--- src/rtl/irq_conditioner.sv ---
// Purpose: per-source synchronise, glitch-filter and level/edge-condition 32 interrupt lines.
// Latency: raw edge sampled at E0 reaches irq after edge E0+SYNC_STAGES+FILTER_CYCLES; clear takes effect at the sampling edge.
// Backpressure: none; clr_valid is accepted every cycle and affects exactly one source.
// Optional: define IRQ_LOST_STATUS_EN to add sticky lost-edge status (lost / lost_clr ports).
module irq_conditioner #(
  parameter int SYNC_STAGES   = 2,  // legal 2..4
  parameter int FILTER_CYCLES = 3   // legal 0..15, 0 = no filter
) (
  input  logic        clk,
  input  logic        reset,
  input  logic [31:0] raw_irq,
  input  logic [31:0] trig_mode,
  input  logic        clr_valid,
  input  logic [4:0]  clr_id,
`ifdef IRQ_LOST_STATUS_EN
  input  logic [31:0] lost_clr,
  output logic [31:0] lost,
`endif
  output logic [31:0] irq
);

  // Synchroniser chain: stage 0 samples the asynchronous lines, last stage is s.
  logic [SYNC_STAGES-1:0][31:0] sync_q;
  logic [31:0]                  s;

  // Filtered level per source and its one-cycle delayed copy for edge detection.
  logic [31:0] f;
  logic [31:0] f_d;
  logic [31:0] rise;

  // Latched edge state and its next value, shared by the output register.
  logic [31:0] pend;
  logic [31:0] pend_next;
  logic [31:0] clr_mask;

  // Shift raw lines through the synchroniser flops.
  always_ff @(posedge clk or posedge reset) begin
    if (reset) begin
      sync_q <= '0;
    end else begin
      sync_q <= {sync_q[SYNC_STAGES-2:0], raw_irq};
    end
  end

  assign s = sync_q[SYNC_STAGES-1];

  generate
    if (FILTER_CYCLES == 0) begin : g_no_filter
      // Filter bypassed: the synchronised level is used directly.
      assign f = s;
    end else begin : g_filter
      localparam logic [3:0] CNT_LAST = 4'(FILTER_CYCLES - 1);

      logic [31:0][3:0] cnt_q;
      logic [31:0]      f_q;

      // Accept a new level only after it has differed from f for FILTER_CYCLES edges in a row.
      always_ff @(posedge clk or posedge reset) begin
        if (reset) begin
          cnt_q <= '0;
          f_q   <= '0;
        end else begin
          for (int i = 0; i < 32; i++) begin
            if (s[i] == f_q[i]) begin
              cnt_q[i] <= 4'd0;
            end else if (cnt_q[i] == CNT_LAST) begin
              f_q[i]   <= s[i];
              cnt_q[i] <= 4'd0;
            end else begin
              cnt_q[i] <= cnt_q[i] + 4'd1;
            end
          end
        end
      end

      assign f = f_q;
    end
  endgenerate

  assign rise = f & ~f_d;

  // Decode the one-hot clear for the serviced source.
  always_comb begin
    clr_mask = '0;
    if (clr_valid) begin
      clr_mask[clr_id] = 1'b1;
    end
  end

  // Set beats clear; level-mode sources never hold a latched edge.
  assign pend_next = trig_mode & (rise | (pend & ~clr_mask));

  // Edge-detect delay, latched edges and the registered request outputs.
  always_ff @(posedge clk or posedge reset) begin
    if (reset) begin
      f_d  <= '0;
      pend <= '0;
      irq  <= '0;
    end else begin
      f_d  <= f;
      pend <= pend_next;
      irq  <= (trig_mode & pend_next) | (~trig_mode & f);
    end
  end

`ifdef IRQ_LOST_STATUS_EN
  logic [31:0] lost_set;

  // An edge arriving on a source that is still pending and not being serviced is lost.
  assign lost_set = trig_mode & rise & pend & ~clr_mask;

  // Sticky lost status; a new loss beats a simultaneous software clear.
  always_ff @(posedge clk or posedge reset) begin
    if (reset) begin
      lost <= '0;
    end else begin
      lost <= lost_set | (lost & ~lost_clr);
    end
  end
`endif

endmodule

--- config.mk ---
export PLATFORM = sky130hd
export DESIGN_NAME = irq_conditioner
export DESIGN_NICKNAME = d
export VERILOG_FILES = /design/src/rtl/irq_conditioner.sv
export SDC_FILE = /design/constraint.sdc
export NUM_CORES = 1
export LEC_CHECK = 0
export ABC_AREA = 1
export BUFFER_PORTS_ARGS = -buffer_cell sky130_fd_sc_hd__buf_4
export CORE_UTILIZATION = 55
export CTS_CLUSTER_SIZE = 25
export DETAILED_ROUTE_END_ITERATION = 8
export PLACE_DENSITY = 0.81
export SYNTH_ARGS = -nofsm -noshare
export SYNTH_HDL_FRONTEND = slang
export SYNTH_SLANG_ARGS = --single-unit
--- constraint.sdc ---
create_clock -name clk -period 13.1 [get_ports clk]
set_input_delay 1.31 -clock clk [delete_from_list [all_inputs] [get_ports clk]]
set_output_delay 1.31 -clock clk [all_outputs]
set_load 0.02 [all_outputs]
==> metrics.md, run 1 <==
| Metric | Value |
|---|---|
| Endpoint class of the critical path | output port |
| Critical-path top delay cell | dfrtp_1 |
| Placeable Area | 21900 um2 |
| Total power density per cell area | 215 nW/um2 |
| Routed WL | 20700 um |
| Cell count after synthesis | 1160 |
| Number of hold buffers added after cts | 0 |
| RD Place Congestion | 0.768 |
| Area added between synthesis and finish | 18.1% |
| Resized Gates After CTS | 0 |
| Final TNS setup | 0 ps |
| Diodes inserted | 0 |
| Post-CTS setup repair buffer count | 0 |
| Met2 wire length | 9900 um |
| Routed length on met1 | 9230 um |
| Critical path start-end classification | reg -> out |
| Syn avg cell area | 10.6 um2 |
| Flop pwr share | 47.5% |
| Number of rows in the core area | 54 |
| Iteration count of the initial detailed-routing pass | 4 |
| Final hold violation count | 0 |
| Share of final-layout standard cells stronger than drive strength 1 | 14.6% |
| Combinational power share | 22.9% |
| Data required time of the worst path | 11790 ps |
| Starting Density | 56.4% |
| Detail Route met3 WL | 1130 um |
| Syn nets | 1268 |
| Synth top area share | 64.9% |
| Netlist area before placement | 12300 um2 |
| Yosys synthesis warning count | 0 |
| Die Area | 23100 um2 |
| Relative slew margins | 43.5% |
| Cell with the most instances after synthesis | dfrtp_1 |
| Worst path setup slack after routing | 10670 ps |
| Hold Crit Class | reg -> reg |
| Final Slew Violations | 0 |
| Horizontal die dimension | 152 um |
| Non-Filler Instances | 1602 |
| Critical path data arrival time | 1120 ps |
| Internal Power | 2.16 mW |
| CTS tree | built |
| Portion of the post-synthesis area used by sequential elements | 64.9% |
| Post-route total power | 3.14 mW |
| Antenna violations before repair | 0 |
| Max-cap violation count | 0 |
| Final Skew | 14.5 ps |
| Drc violations | 0 |
| Total number of vias | 7706 |
| Commonest cells in the netlist | 320 x dfrtp_1, 281 x nand2_1, 147 x nor2_1 |
| Switching part of the total power | 31.0% |
| Status | finished clean |
| Highest layer used for signal routing | met4 |
| Total half-perimeter wirelength after legalization and detailed placement | 14000 um |
| Ports placed on the boundary | 104 |
| Total setup violations reported at the end of the flow | 0 |
| Clock latency on the worst-skew pair | 540 ps |
| Chain of cells forming the critical path | buf_4 |
| Post-route core utilization | 66.6% |
| Cell family contributing the most delay on the critical path | flip-flops |
| Reg2reg setup slack | 11890 ps |
| Switching power total | 0.971 mW |
| Via count of the first global-routing pass | 7523 |
| Transition time at the pin with the least slew margin | 848 ps |
| Share of the cycle needed by the critical path after routing | 18.5% |
| Top cells by area, synth | dfrtp_1 65%, nand2_1 8.5%, nor2_1 4.5% |
| Global-route wire length before repair | 35200 um |
| Final net count | 1406 |
| Maximum fanout along the worst path | 1 |
| Area leader, netlist | dfrtp_1 |
| Drt via density | 4.81 |
| Sinks on the clock net | 320 |
| Height of the die | 152 um |
| Largest net degree at the start of global routing | 119 |
| Count of nets left with antenna violations after detail routing | 0 |
| Unique cell type count in the Yosys netlist | 17 |
| CTS root buf | clkbuf_16 |
| Total CTS buffers | 31 |
| Leak Pwr | 7.66 nW |
| Port bufs | 103 |
| Post-layout min period | 2430 ps |
| Maximum ir drop on the vdd rail | 0.129 mV |
| Number of placed instances, taps included | 1545 |
| Number of buffer and inverter instances along the worst setup path | 1 |
| Number of H-tree branching levels | 1 |
| RSZ-0062 raised after global routing | no |
| Share of synthesized flip-flops with an asynchronous set or reset | 100% |
| Dpl ws | 10130 ps |
| Routed wirelength normalized by instance count | 12.9 um |
| EDFF count, synth | 0 |
| Clock share of power | 29.6% |
| Clk buf depth | 3 |
| Overflow after GRT | 0 |
| Detailed Route Iter0 Violations | 399 |
| Critical Path Start Type | register |
| Tot GR Track Use | 18.6% |
| Most used flip-flop cell after synthesis | dfrtp_1 |
| CTS clk-pin slew, worst paths | 60 ps |
| Fmax achieved | 412 MHz |
| Crit-path max cell delay | 410 ps |
| Register bit total from synthesis | 320 |
==> path summary, 6_finish.rpt <==
kind                               startpoint                 end  depth (start not counted)
max in group asynchronous               reset             f_d[30]                          3
min in group asynchronous               reset  g_filter.cnt_q[23]                          2
max                                   irq[28]             irq[28]                          1
min reg2reg                        sync_q[16]               s[16]                          0
min                                sync_q[16]               s[16]                          0
max reg2reg                g_filter.cnt_q[24]                f[6]                          4
==> cells in the final DEF, fill, tap and decap left out, types with 4 or more instances in the layout <==
master / n
a21oi_1: 15
buf_4: 106
bufinv_16: 4
clkbuf_1: 8
clkbuf_16: 31
clkbuf_8: 10
dfrtp_1: 320
ha_1: 36
inv_1: 130
mux2_2: 18
nand2_1: 281
nand3_1: 42
nor2_1: 147
nor2b_1: 5
nor3b_1: 28
o21ai_0: 22
or2_2: 13
xnor2_1: 32
xor2_1: 63
==> logic make-up after synthesis <==
logic type	synth area share [%]
adder cells (fa/ha/maj)	3.65
multiplexers	1.64
AND/OR/NAND/NOR	17.5
buffers and inverters	4.13
flip-flops	64.9
XOR/XNOR	6.74
AO/OA/AOI/OAI	1.50
==> per-stage QoR <==
step	hold WS, ps	cell area, um2
2_1_floorplan	331	12300
3_3_place_gp	331	13500
3_5_place_dp	335	13500
4_1_cts	348	14600
5_1_grt	357	14600
6_report	346	14600
==> cell type report <==
cell class,instances,area (um2)
Clock buffer,49,943
Clock inverter,8,143
Fill cell,1631,7310
Inverter,134,510
Multi-Input combinational cell,705,3830
Sequential cell,320,8010
Tap cell,280,350
Timing Repair Buffer,106,796
==> per-layer routing <==
layer | vias up | global-route usage [%]
met1 | 3686 | 25.7
met4 | 0 | 4.76
li1 | 3829 | -
met3 | 42 | 3.74
met5 | - | 0
met2 | 149 | 30.3
==> power by group through the flow <==
stage	Combinational [mW]	Sequential (mW)	Clock, mW
final	0.717	1.49	0.929
after global routing	0.825	1.53	0.986
after CTS	0.733	1.49	0.948
after detailed placement	0.721	1.50	0
after global placement	0.692	1.49	0
after floorplan	0.470	1.51	0
==> state kept, by name, summed over array words and instances (netlist names) <==
register / flops
s: 32
f_d: 32
pend: 32
irq: 32
sync_q: 32
f: 32
g_filter.cnt_q: 128
Note: power is estimated with default switching activity, not from simulation.
==> inputs of run 2 (changes only) <==
--- a/config.mk
+++ b/config.mk
@@ -7,10 +7,10 @@
 export LEC_CHECK = 0
 export ABC_AREA = 1
 export BUFFER_PORTS_ARGS = -buffer_cell sky130_fd_sc_hd__buf_4
-export CORE_UTILIZATION = 55
+export CORE_UTILIZATION = 53
 export CTS_CLUSTER_SIZE = 25
 export DETAILED_ROUTE_END_ITERATION = 8
-export PLACE_DENSITY = 0.81
+export PLACE_DENSITY = 0.82
 export SYNTH_ARGS = -nofsm -noshare
 export SYNTH_HDL_FRONTEND = slang
 export SYNTH_SLANG_ARGS = --single-unit
==> constraint.sdc (replaced) <==
create_clock -name clk -period 2.2 [get_ports clk]
set_input_delay 0.22 -clock clk [delete_from_list [all_inputs] [get_ports clk]]
set_output_delay 0.22 -clock clk [all_outputs]
set_load 0.02 [all_outputs]
==> run 2 against run 1 <==
Effect of this change: clock power rose to 6.4 times the previous value; flip-flop and latch count stayed put; sequential power rose to 6.0 times the previous value; register-to-register slack worse by 11000 ps; global-route usage rose by 2.2 points; wire length is 13% higher; die area rose by 3.7%; critical path type unchanged; critical endpoint is now irq[14]; highest routed layer unchanged.
==> metrics.md, run 2 (synthesis results as in run 1) <==
| Metric | Value |
|---|---|
| Critical path data arrival time | 1080 ps |
| Worst path setup slack after routing | 902 ps |
| Sinks on the clock net | 320 |
| Total number of vias | 8067 |
| Worst hold path startpoint | clr_id[4] |
| Placeable Area | 22700 um2 |
| Count of nets left with antenna violations after detail routing | 0 |
| WHS Endpoint | irq[23] |
| Non-Filler Instances | 1681 |
| Total half-perimeter wirelength after legalization and detailed placement | 14900 um |
| Number of flip-flops under the largest register name | 128 |
| Total CTS buffers | 34 |
| Area added between synthesis and finish | 25.3% |
| Transition time at the pin with the least slew margin | 780 ps |
| Ports placed on the boundary | 104 |
| Global-route wire length before repair | 39200 um |
| Number of H-tree branching levels | 2 |
| Drt via density | 4.80 |
| Antenna violations before repair | 1 |
| # fillers | 1587 |
| Horizontal die dimension | 155 um |
| Maximum fanout along the worst path | 1 |
| Data required time of the worst path | 1980 ps |
| Clk buf depth | 3 |
| Critical-path top delay cell | dfrtp_1 |
| Chain of cells forming the critical path | buf_4 |
| Post-layout min period | 1300 ps |
| Dpl ws | 734 ps |
| Max-cap violation count | 0 |
| Number of cell instances on the worst register-to-register path | 4 |
| Iteration count of the initial detailed-routing pass | 4 |
| Critical Path Start Type | register |
| Port bufs | 103 |
| Number of buffer and inverter instances along the worst setup path | 1 |
| Routed wirelength normalized by instance count | 13.9 um |
| Final Slew Violations | 0 |
| CTS root buf | clkbuf_16 |
| Maximum ir drop on the vdd rail | 0.836 mV |
| Post-route total power | 19.3 mW |
| Relative slew margins | 47.9% |
| Total power density per cell area | 1250 nW/um2 |
| Endpoint class of the critical path | output port |
| Post-CTS setup repair buffer count | 0 |
| Clock latency on the worst-skew pair | 500 ps |
| Cell family contributing the most delay on the critical path | flip-flops |
| Fmax achieved | 771 MHz |
| Final net count | 1480 |
| Final Skew | 7.79 ps |
| Number of rows in the core area | 55 |
| Largest net degree at the start of global routing | 52 |
| Final hold violation count | 0 |
| Status | finished clean |
| Instance count along the most critical hold path | 6 |
| Endpoint of the lowest-slack register-to-register path | f[2] |
| Total setup violations reported at the end of the flow | 0 |
| Starting Density | 54.4% |
| Reg2reg setup slack | 990 ps |
| Most common cell after layout, fill and taps aside | dfrtp_1 |
| Share of the cycle needed by the critical path after routing | 59.0% |
| Register with the most flip-flops | g_filter.cnt_q |
| Height of the die | 155 um |
| CTS tree | built |
| Die Area | 23900 um2 |
| Overflow after GRT | 0 |
| Tot GR Track Use | 20.8% |
| Hold Crit Class | in -> reg |
| Number of placed instances, taps included | 1556 |
| Share of final-layout standard cells stronger than drive strength 1 | 14.5% |
| RD Place Congestion | 0.787 |
| Via count of the first global-routing pass | 8446 |
| Drc violations | 0 |
| Detailed Route Iter0 Violations | 418 |
| Critical register-to-register path startpoint | g_filter.cnt_q[8] |
| Leak Pwr | 8.03 nW |
| CTS clk-pin slew, worst paths | 60 ps |
| Commonest cells after routing, fill and taps aside | 320 x dfrtp_1, 281 x nand2_1, 147 x nor2_1, 130 x inv_1, 104 x buf_4 |
| RSZ-0062 raised after global routing | no |
| Crit-path max cell delay | 410 ps |
| Routed WL | 23400 um |
| Critical path start-end classification | reg -> out |
[run 2: changes by cell type in the layout (fill, tap and decap cells not counted), moves of 2 or more]
cell,change
buf_4,-2
dlygate4sd3_1,+65
clkbuf_16,+6
buf_12,+8
clkbuf_8,-5
[run 2: power breakdown]
group / leakage, nW / total [mW] / switching (mW) / internal [mW]
Combinational: 3.39 / 4.52 / 2.52 / 2.00
Clock: 0.577 / 5.92 / 2.22 / 3.69
Sequential: 4.07 / 8.91 / 1.29 / 7.61
[run 2: worst max path at each step]
stage	start	endpoint	slack, ps	cells past startpoint
finish	irq[14]	irq[14]	900	1
global route	irq[13]	irq[13]	880	1
CTS	irq[14]	irq[14]	890	1
detailed placement	clr_id[0]	irq[24]	730	9
global placement	clr_id[0]	irq[5]	760	8
floorplan	reset	f[0]	-2290	1
[run 2: routing by layer]
layer | GRT usage (%) | vias up | part of all wire, %
met5 | 0 | - | 0
met4 | 7.17 | 0 | 2.5
met3 | 3.75 | 44 | 3.9
met2 | 37.4 | 155 | 51
met1 | 25.2 | 3894 | 43
li1 | - | 3974 | -
[run 2: through the flow]
| step | hold WS, ps | setup TNS, ps | instance area (um2) | utilization (%) |
|---|---|---|---|---|
| floorplan | 251 | -731780 | 12400 | - |
| global placement | 329 | 0 | 13600 | 60.1 |
| detailed placement | 330 | 0 | 13600 | 60.1 |
| CTS | 187 | 0 | 15500 | 68.1 |
| global route | 234 | 0 | 15500 | 68.1 |
| finish | 215 | 0 | 15500 | 68.1 |
[run 2: layout make-up]
| cell class | instances | area [um2] | area share (%) |
|---|---|---|---|
| Timing Repair Buffer | 177 | 1590 | 10.3 |
| Clock buffer | 49 | 1020 | 6.60 |
| Multi-Input combinational cell | 705 | 3830 | 24.7 |
| Sequential cell | 320 | 8010 | 51.8 |
| Tap cell | 285 | 357 | 2.30 |
| Clock inverter | 10 | 156 | 1.01 |
| Inverter | 134 | 507 | 3.28 |
| Antenna cell | 1 | 2.50 | 0.0162 |
[run 2: timing repair]
item / in CTS / in global routing
gates resized for setup: 0 / 0
hold buffers: 65 / 0
hold endpoints to repair: 112 / 0
